[config.mk]
export PLATFORM = sky130hd
export DESIGN_NAME = phase_reg_bank
export DESIGN_NICKNAME = d
export VERILOG_FILES = /design/src/rtl/phase_reg_bank.sv
export SDC_FILE = /design/constraint.sdc
export NUM_CORES = 1
export LEC_CHECK = 0
export BUFFER_PORTS_ARGS = -buffer_cell sky130_fd_sc_hd__buf_2
export CAP_MARGIN = 20
export CORE_ASPECT_RATIO = 0.8
export CORE_MARGIN = 3
export CORE_UTILIZATION = 30
export CTS_BUF_LIST = sky130_fd_sc_hd__clkbuf_4 sky130_fd_sc_hd__clkbuf_8
export DETAILED_ROUTE_END_ITERATION = 12
export HOLD_SLACK_MARGIN = 0.15
export PLACE_DENSITY_LB_ADDON = 0.25
export SETUP_SLACK_MARGIN = 0.15
export SKIP_CTS_REPAIR_TIMING = 1
export SYNTH_ARGS = -nofsm -noshare
export SYNTH_HDL_FRONTEND = slang
export SYNTH_SLANG_ARGS = --single-unit
[constraint.sdc]
create_clock -name clk -period 2.9 [get_ports clk]
set_input_delay 0.145 -clock clk [delete_from_list [all_inputs] [get_ports clk]]
set_output_delay 0.145 -clock clk [all_outputs]
set_load 0.03 [all_outputs]
[src/rtl/phase_reg_bank.sv]
// phase_reg_bank
// Per-channel compare-value register bank for the phased-array PWM stages.
// A byte stream from the UART receiver is parsed into 11-bit compare words
// that land in shadow registers. A COMMIT frame arms a copy of all shadows
// into the active registers, and that copy happens on the next PWM period
// boundary so every channel changes phase in the same PWM period.
//
// state    | meaning
// ---------+---------------------------------------------------------------
// ST_IDLE  | waiting for a START byte (channel select or COMMIT)
// ST_HI    | channel latched, waiting for the HI byte (v[10:7])
// ST_LO    | HI nibble latched, waiting for the LO byte (v[6:0])
//
// A START byte that arrives in ST_HI or ST_LO flags a frame error. It is not
// dropped: it is decoded as a fresh START in the same cycle, so the parser
// resynchronises without losing the byte.

module phase_reg_bank #(
  parameter int NUM_CH      = 8,
  parameter int CTR_LEN     = 11,
  parameter int MAX_COMPARE = 1250
) (
  input  logic                        clk,
  input  logic                        rst,
  input  logic [7:0]                  rx_data,
  input  logic                        rx_valid,
  input  logic                        period_sync,
  output logic [NUM_CH*CTR_LEN-1:0]   compare_flat,
  output logic                        commit_pending,
  output logic                        frame_err
);

  localparam logic [1:0] ST_IDLE = 2'd0;
  localparam logic [1:0] ST_HI   = 2'd1;
  localparam logic [1:0] ST_LO   = 2'd2;

  localparam int               IDX_W    = (NUM_CH > 1) ? $clog2(NUM_CH) : 1;
  localparam logic [7:0]       NUM_CH_L = 8'(NUM_CH);
  localparam logic [CTR_LEN-1:0] MAX_C  = CTR_LEN'(MAX_COMPARE);

  logic [1:0]         state, state_d;
  logic [IDX_W-1:0]   idx_q, idx_d;
  logic [3:0]         hi_q, hi_d;
  logic               err_d;
  logic               commit_req;
  logic               wr_en;
  logic               take_start;
  logic               start_ch;
  logic               start_commit;
  logic               commit_fire;
  logic [CTR_LEN-1:0] word;
  logic [CTR_LEN-1:0] sat_word;

  logic [CTR_LEN-1:0] shadow [NUM_CH];
  logic [CTR_LEN-1:0] active [NUM_CH];

  // Decode of the incoming byte viewed as a START byte.
  always_comb begin
    start_ch     = rx_data[7] && ({1'b0, rx_data[6:0]} < NUM_CH_L);
    start_commit = rx_data[7] && (rx_data[6:0] == 7'h7F);
    word         = CTR_LEN'({hi_q, rx_data[6:0]});
    sat_word     = (word > MAX_C) ? MAX_C : word;
    commit_fire  = period_sync && commit_pending;
  end

  // Frame parser next-state logic; a START seen mid-frame is reprocessed as IDLE.
  always_comb begin
    state_d    = state;
    idx_d      = idx_q;
    hi_d       = hi_q;
    err_d      = 1'b0;
    commit_req = 1'b0;
    wr_en      = 1'b0;
    take_start = 1'b0;
    if (rx_valid) begin
      case (state)
        ST_IDLE: take_start = 1'b1;
        ST_HI: begin
          if (!rx_data[7]) begin
            if (rx_data[6:4] == 3'b000) begin
              hi_d    = rx_data[3:0];
              state_d = ST_LO;
            end else begin
              err_d   = 1'b1;
              state_d = ST_IDLE;
            end
          end else begin
            err_d      = 1'b1;
            take_start = 1'b1;
          end
        end
        ST_LO: begin
          if (!rx_data[7]) begin
            wr_en   = 1'b1;
            state_d = ST_IDLE;
          end else begin
            err_d      = 1'b1;
            take_start = 1'b1;
          end
        end
        default: state_d = ST_IDLE;
      endcase

      if (take_start) begin
        state_d = ST_IDLE;
        if (start_ch) begin
          idx_d   = rx_data[IDX_W-1:0];
          state_d = ST_HI;
        end else if (start_commit) begin
          commit_req = 1'b1;
        end else begin
          err_d = 1'b1;
        end
      end
    end
  end

  // Parser state registers and the registered frame error pulse.
  always_ff @(posedge clk) begin
    if (rst) begin
      state     <= ST_IDLE;
      idx_q     <= '0;
      hi_q      <= '0;
      frame_err <= 1'b0;
    end else begin
      state     <= state_d;
      idx_q     <= idx_d;
      hi_q      <= hi_d;
      frame_err <= err_d;
    end
  end

  // Shadow registers take the saturated word when the LO byte completes a frame.
  always_ff @(posedge clk) begin
    if (rst) begin
      for (int i = 0; i < NUM_CH; i++) shadow[i] <= '0;
    end else begin
      for (int i = 0; i < NUM_CH; i++) begin
        if (wr_en && (idx_q == IDX_W'(i))) shadow[i] <= sat_word;
      end
    end
  end

  // Commit request is armed by a COMMIT byte; a new request wins over the clear.
  always_ff @(posedge clk) begin
    if (rst) begin
      commit_pending <= 1'b0;
    end else if (commit_req) begin
      commit_pending <= 1'b1;
    end else if (commit_fire) begin
      commit_pending <= 1'b0;
    end
  end

  // Active registers copy every shadow at once on a qualifying period boundary.
  always_ff @(posedge clk) begin
    if (rst) begin
      for (int i = 0; i < NUM_CH; i++) active[i] <= '0;
    end else if (commit_fire) begin
      for (int i = 0; i < NUM_CH; i++) active[i] <= shadow[i];
    end
  end

  for (genvar g = 0; g < NUM_CH; g++) begin : g_flat
    assign compare_flat[g*CTR_LEN +: CTR_LEN] = active[g];
  end

endmodule

# Word level (Yosys, flattened, before mapping)
# Memories as Yosys holds them, arrays and structs flattened.
# Index checks and enable logic that the tools add are counted.
dict set report word_totals {
  reg_bits 11
  ram_bits 176
  input_bits 12
  elab_cells 130
  memories 2
}
# memory depth word_bits read_ports rd_clocked_by_memory_dff write_ports line
set mem_list {}
lappend mem_list {active 8 11 8 0 8 55} ;# logic [CTR_LEN-1:0] active [NUM_CH];
lappend mem_list {shadow 8 11 8 0 8 54} ;# logic [CTR_LEN-1:0] shadow [NUM_CH];
dict set report classes {
  n_lt_le_gt_ge 2
  eq_ne 13
  mux 70
  n_bitwise 18
  n_reduce_logical 20
}
# cell count
set op_table {}
lappend op_table {{2-to-1 mux 11 bit} 17}
lappend op_table {{2-to-1 mux 1 bit} 46}
lappend op_table {{OR 1 bit} 16}
lappend op_table {{== test 3 bit, second input constant} 4}
lappend op_table {{> comparator 11 bit, second input constant} 1}
lappend op_table {{logical AND 1 bit} 11}
lappend op_table {{2-to-1 mux 2 bit} 4}
lappend op_table {{AND reduction 4 bit} 2}
lappend op_table {{== test 7 bit, second input constant} 1}
lappend op_table {{less-than comparator 7 x 4 -> 1 bit, second input constant} 1}
lappend op_table {{== test 3 x 2 -> 1 bit, second input constant} 2}
lappend op_table {{zero test 3 bit} 2}
lappend op_table {{inequality test 3 bit, second input constant} 2}
lappend op_table {{one-hot mux 2 bit (3 select lines)} 1}
lappend op_table {{one-hot mux 1 bit (2 select lines)} 2}
lappend op_table {{OR reduction 2 bit} 2}
lappend op_table {{== test 3 x 1 -> 1 bit, second input constant} 1}
lappend op_table {{AND reduction 3 bit} 1}
lappend op_table {{== test 2 x 1 -> 1 bit, second input constant} 1}
lappend op_table {{== test 2 bit, second input constant} 1}
lappend op_table {{zero test 2 bit} 1}
lappend op_table {{inequality test 2 bit, second input constant} 1}
lappend op_table {{inverter 1 bit} 2}
lappend op_table {{nonzero test 2 bit} 1}

# Depth between registers and ports, before layout
dict set report depth {
  depth_word 8
  ltp_mapped 6
  depth_no_buf 5
}

# Least setup slack after synthesis
# No wires, ideal clock.
dict set report synth_path {
  path_kind {input to register}
  startpoint {in rst}
  endpoint {mem active[0][0], enable pin}
  setup_ps 847
  arrival_time_ps 2188
  path_slack_ps -135
  cell_stages 4
  path_buffers 2
  path_cell_list {clkbuf_1 inv_1 clkbuf_1 nand2_1}
}
# element line
set synth_lines {}
lappend synth_lines {{start, declared} 24} ;# input logic rst,
lappend synth_lines {{end, declared} 55}

# Worst setup path after layout
dict set report layout_path {
  startpoint {reg state[1]}
  endpoint {reg hi_q[0]}
}
dict set report layout_between {
  elab_chain_cells 2
}
# element line
set layout_lines {}
lappend layout_lines {{start, declared} 41} ;# logic [1:0] state, state_d;
lappend layout_lines {{start signal, assigned} 126} ;# state <= state_d;
lappend layout_lines {{== test 2 x 1 -> 1 bit} 76} ;# case (state)
lappend layout_lines {{AND reduction 4 bit (no source line)} -}
lappend layout_lines {{end signal, assigned} 128} ;# hi_q <= hi_d;
lappend layout_lines {{end, declared} 43} ;# logic [3:0] hi_q, hi_d;
# Every way passes these cells.
# A chain may end at the register's enable or synchronous reset.

==> run_results.csv <==
group,metric,value,unit
outcome,outcome,"finished, final reports clean",
logic_synthesis,yosysWarningCount,0,
placed_design,place_ws,0.843,ns
cts,clockRootBuffer,"clkbuf_8",
routing,avgRoutedWirePerCell,16.0,µm
floorplan,fp-row-count,49,
cells_and_area,nNetsFinal,599,
placed_design,dpl.cell_count,861,
setup_path,arrival,2.63,ns
logic_synthesis,synth_xor_xnor_area_share,0,%
hold_path,hold_depth,4,
sta,setup_ws,0.614,ns
logic_synthesis,synth_top_family_by_area,"simple AND/OR/NAND/NOR gates",
power_and_ir_drop,powerDensity,591,nW/µm²
setup_path,end_kind,"flop",
logic_synthesis,synth_most_common_cell,"edfxtp_1",
logic_synthesis,ys.flop_type,"edfxtp_1",
logic_synthesis,synth_mux_area_share,0.570,%
logic_synthesis,yosysTopAreaCell,"edfxtp_1",
grt,grt_max_degree,67,
grt,grt_pass1_wl,21.9,mm
routing,drtAntennaViolNets,0,
sta,worstMarginPinSlew,1.03,ns
power_and_ir_drop,p_leak,3.20,nW
cts,ctsHtreeMaxLevel,4,
sta,slew_violations,0,
routing,drt_iter0_drc,325,
logic_synthesis,synthAdderAreaFrac,0.712,%
sta,hold_viol_final,0,
grt,grt_pass1_vias,4023,
cts,tritoncts,"yes",
sta,rsz0062_at_grt,"false",
setup_path,start_kind,"flop",
logic_synthesis,synth_cell_types,41,
hold_path,worstHoldPathType,"input port to flop",
placed_design,port_buffers,101,
logic_synthesis,synth_edf_count,176,
routing,vias,3977,
logic_synthesis,yosys-top-cells-count,"edfxtp_1 (176), and2_1 (66), nor2_1 (65)",
setup_path,crit_required,3.25,ns
logic_synthesis,avgSynthCellArea,15.0,µm²
sta,layout_min_cycle_time,2.29,ns
routing,wirelength,14.4,mm
placed_design,hpwlAfterDp,9.72,mm
placed_design,gp_congestion,0.813,
sta,max_freq,437,MHz
sta,relSlewSlack,30.7,%
logic_synthesis,syn_inst,469,
routing,drcViolationCount,0,
sta,setup_tns,0,ns
floorplan,die_y,143,µm
cts,clk_path_buf_depth,2,
cells_and_area,fin_cells,901,
cells_and_area,diodes,0,
power_and_ir_drop,ir_worst_vdd,0.000238,V
logic_synthesis,synthArstFlopShare,0,%
routing,firstDrtPassIters,5,
floorplan,start_util,30.9,%
logic_synthesis,synth_fp_nets,485,
cells_and_area,syn_to_final_growth,18.6,%
run,drv_cap,0,
logic_synthesis,synth_area_leaders,"edfxtp_1 (75%), and2_1 (5.9%), nor2_1 (3.5%), dfxtp_1 (3.1%), nor2b_1 (2.2%)",
cells_and_area,final_core_util,36.7,%
sta,finalSetupViolCount,0,
floorplan,die_area,25300,µm²
cells_and_area,layout-drive-gt1-share,23.9,%
grt,antenna_found_initial,0,
sta,clock_skew,0.0150,ns
floorplan,core_area,22700,µm²
grt,grtUsageTotal,11.6,%
floorplan,die_w,177,µm
setup_path,crit_fanout,5,
grt,grt-ovfl-total,0,
logic_synthesis,seq_area_frac_synth,78.3,%
logic_synthesis,netlist.area_leader.share,75.2,%
sta,timing.hold.ws,0.179,ns
routing,viasPerCell,4.41,
setup_path,rr_worst_depth,6,
floorplan,num_io_pins,102,
cts,clock_latency,0.45,ns
logic_synthesis,synth_compound_area_share,3.35,%
cts,cts.sink_count,187,
logic_synthesis,yosys.area_share.simple,15.1,%
setup_path,critical_path_class,"flop to flop",
cts,cts_buffers,17,
sta,post-route-period-util,78.8,%
logic_synthesis,netlist_area,7030,µm²
logic_synthesis,ys_ff_latch,187,
cts,clk_pin_slew,0.10,ns
-- report_power, final --
| group | internal (mW) | switching [mW] |
|---|---|---|
| logic | 0.0698 | 0.231 |
| clock network | 0.688 | 0.866 |
| registers | 3.04 | 0.0268 |
-- flip-flops by register name, indices dropped and copies added (netlist names) --
register	flops
idx_q	3
commit_pending	1
shadow	88
state	2
frame_err	1
active	88
hi_q	4
-- kinds of logic (layout without fill, tap and decap cells) --
group,after synthesis,in the layout
fa+ha+maj,4,4
flops,187,187
mux,4,4
buf+inv,35,161
simple gates,203,203
compound gates,36,36
-- stage by stage --
stage          total power [mW]  cell area [µm²]
6_report                   4.93             8340
4_1_cts                    4.97             8250
5_1_grt                    5.12             8340
3_5_place_dp               3.43             7900
2_1_floorplan              3.32             7030
3_3_place_gp               3.43             7900
-- layout make-up --
class | instances | area [µm²]
clock buffers | 19 | 249
clock inverters | 12 | 97.6
fillers | 2162 | 14400
inverters | 15 | 56.3
multi-input cells | 247 | 1400
flip-flops and latches | 187 | 5510
well taps | 306 | 383
repair buffers | 115 | 646
-- routing by layer --
metal | GRT usage (%) | share of wire, %
met1 | 15.5 | 46
met4 | 5.83 | 2.5
met3 | 3.00 | 7.1
met2 | 17.6 | 44
met5 | 0 | 0
-- worst paths after layout --
path / startpoint / to / slack (ns)
max: state[1]$_SDFFE_PP0P_ / hi_q[0]$_SDFFE_PP0P_ / 0.61
min: rx_data[4] / hi_q[1]$_SDFFE_PP0P_ / 0.18
max reg2reg: state[1]$_SDFFE_PP0P_ / hi_q[0]$_SDFFE_PP0P_ / 0.61
min reg2reg: idx_q[1]$_SDFFE_PP0P_ / idx_q[1]$_SDFFE_PP0P_ / 0.48
-- placed cells by master, fill, tap and decap left out, drive strengths merged, types with 2 or more instances in the layout --
cell	Yosys	final
clkinvlp	0	2
nand4	2	2
a21oi	11	11
o211ai	3	3
edfxtp	176	176
nor2	65	65
clkbuf	15	19
clkinv	0	6
nand2b	4	4
dlygate4sd3	0	9
and2	66	66
ha	4	4
buf	5	106
nand2	24	24
inv	15	18
nor2b	25	25
nand3	8	8
o21ai	9	9
mux2i	4	4
dfxtp	11	11
-- worst max-delay path: stages, from the launching register on --
cell and delay [ns]:
dfxtp_1 0.35, inv_1 0.09, ha_1 0.23, or4b_2 0.65
o21ai_0 0.21, a21oi_1 0.10, dlygate4sd3_1 0.57
(Power assumes the default switching activity.)
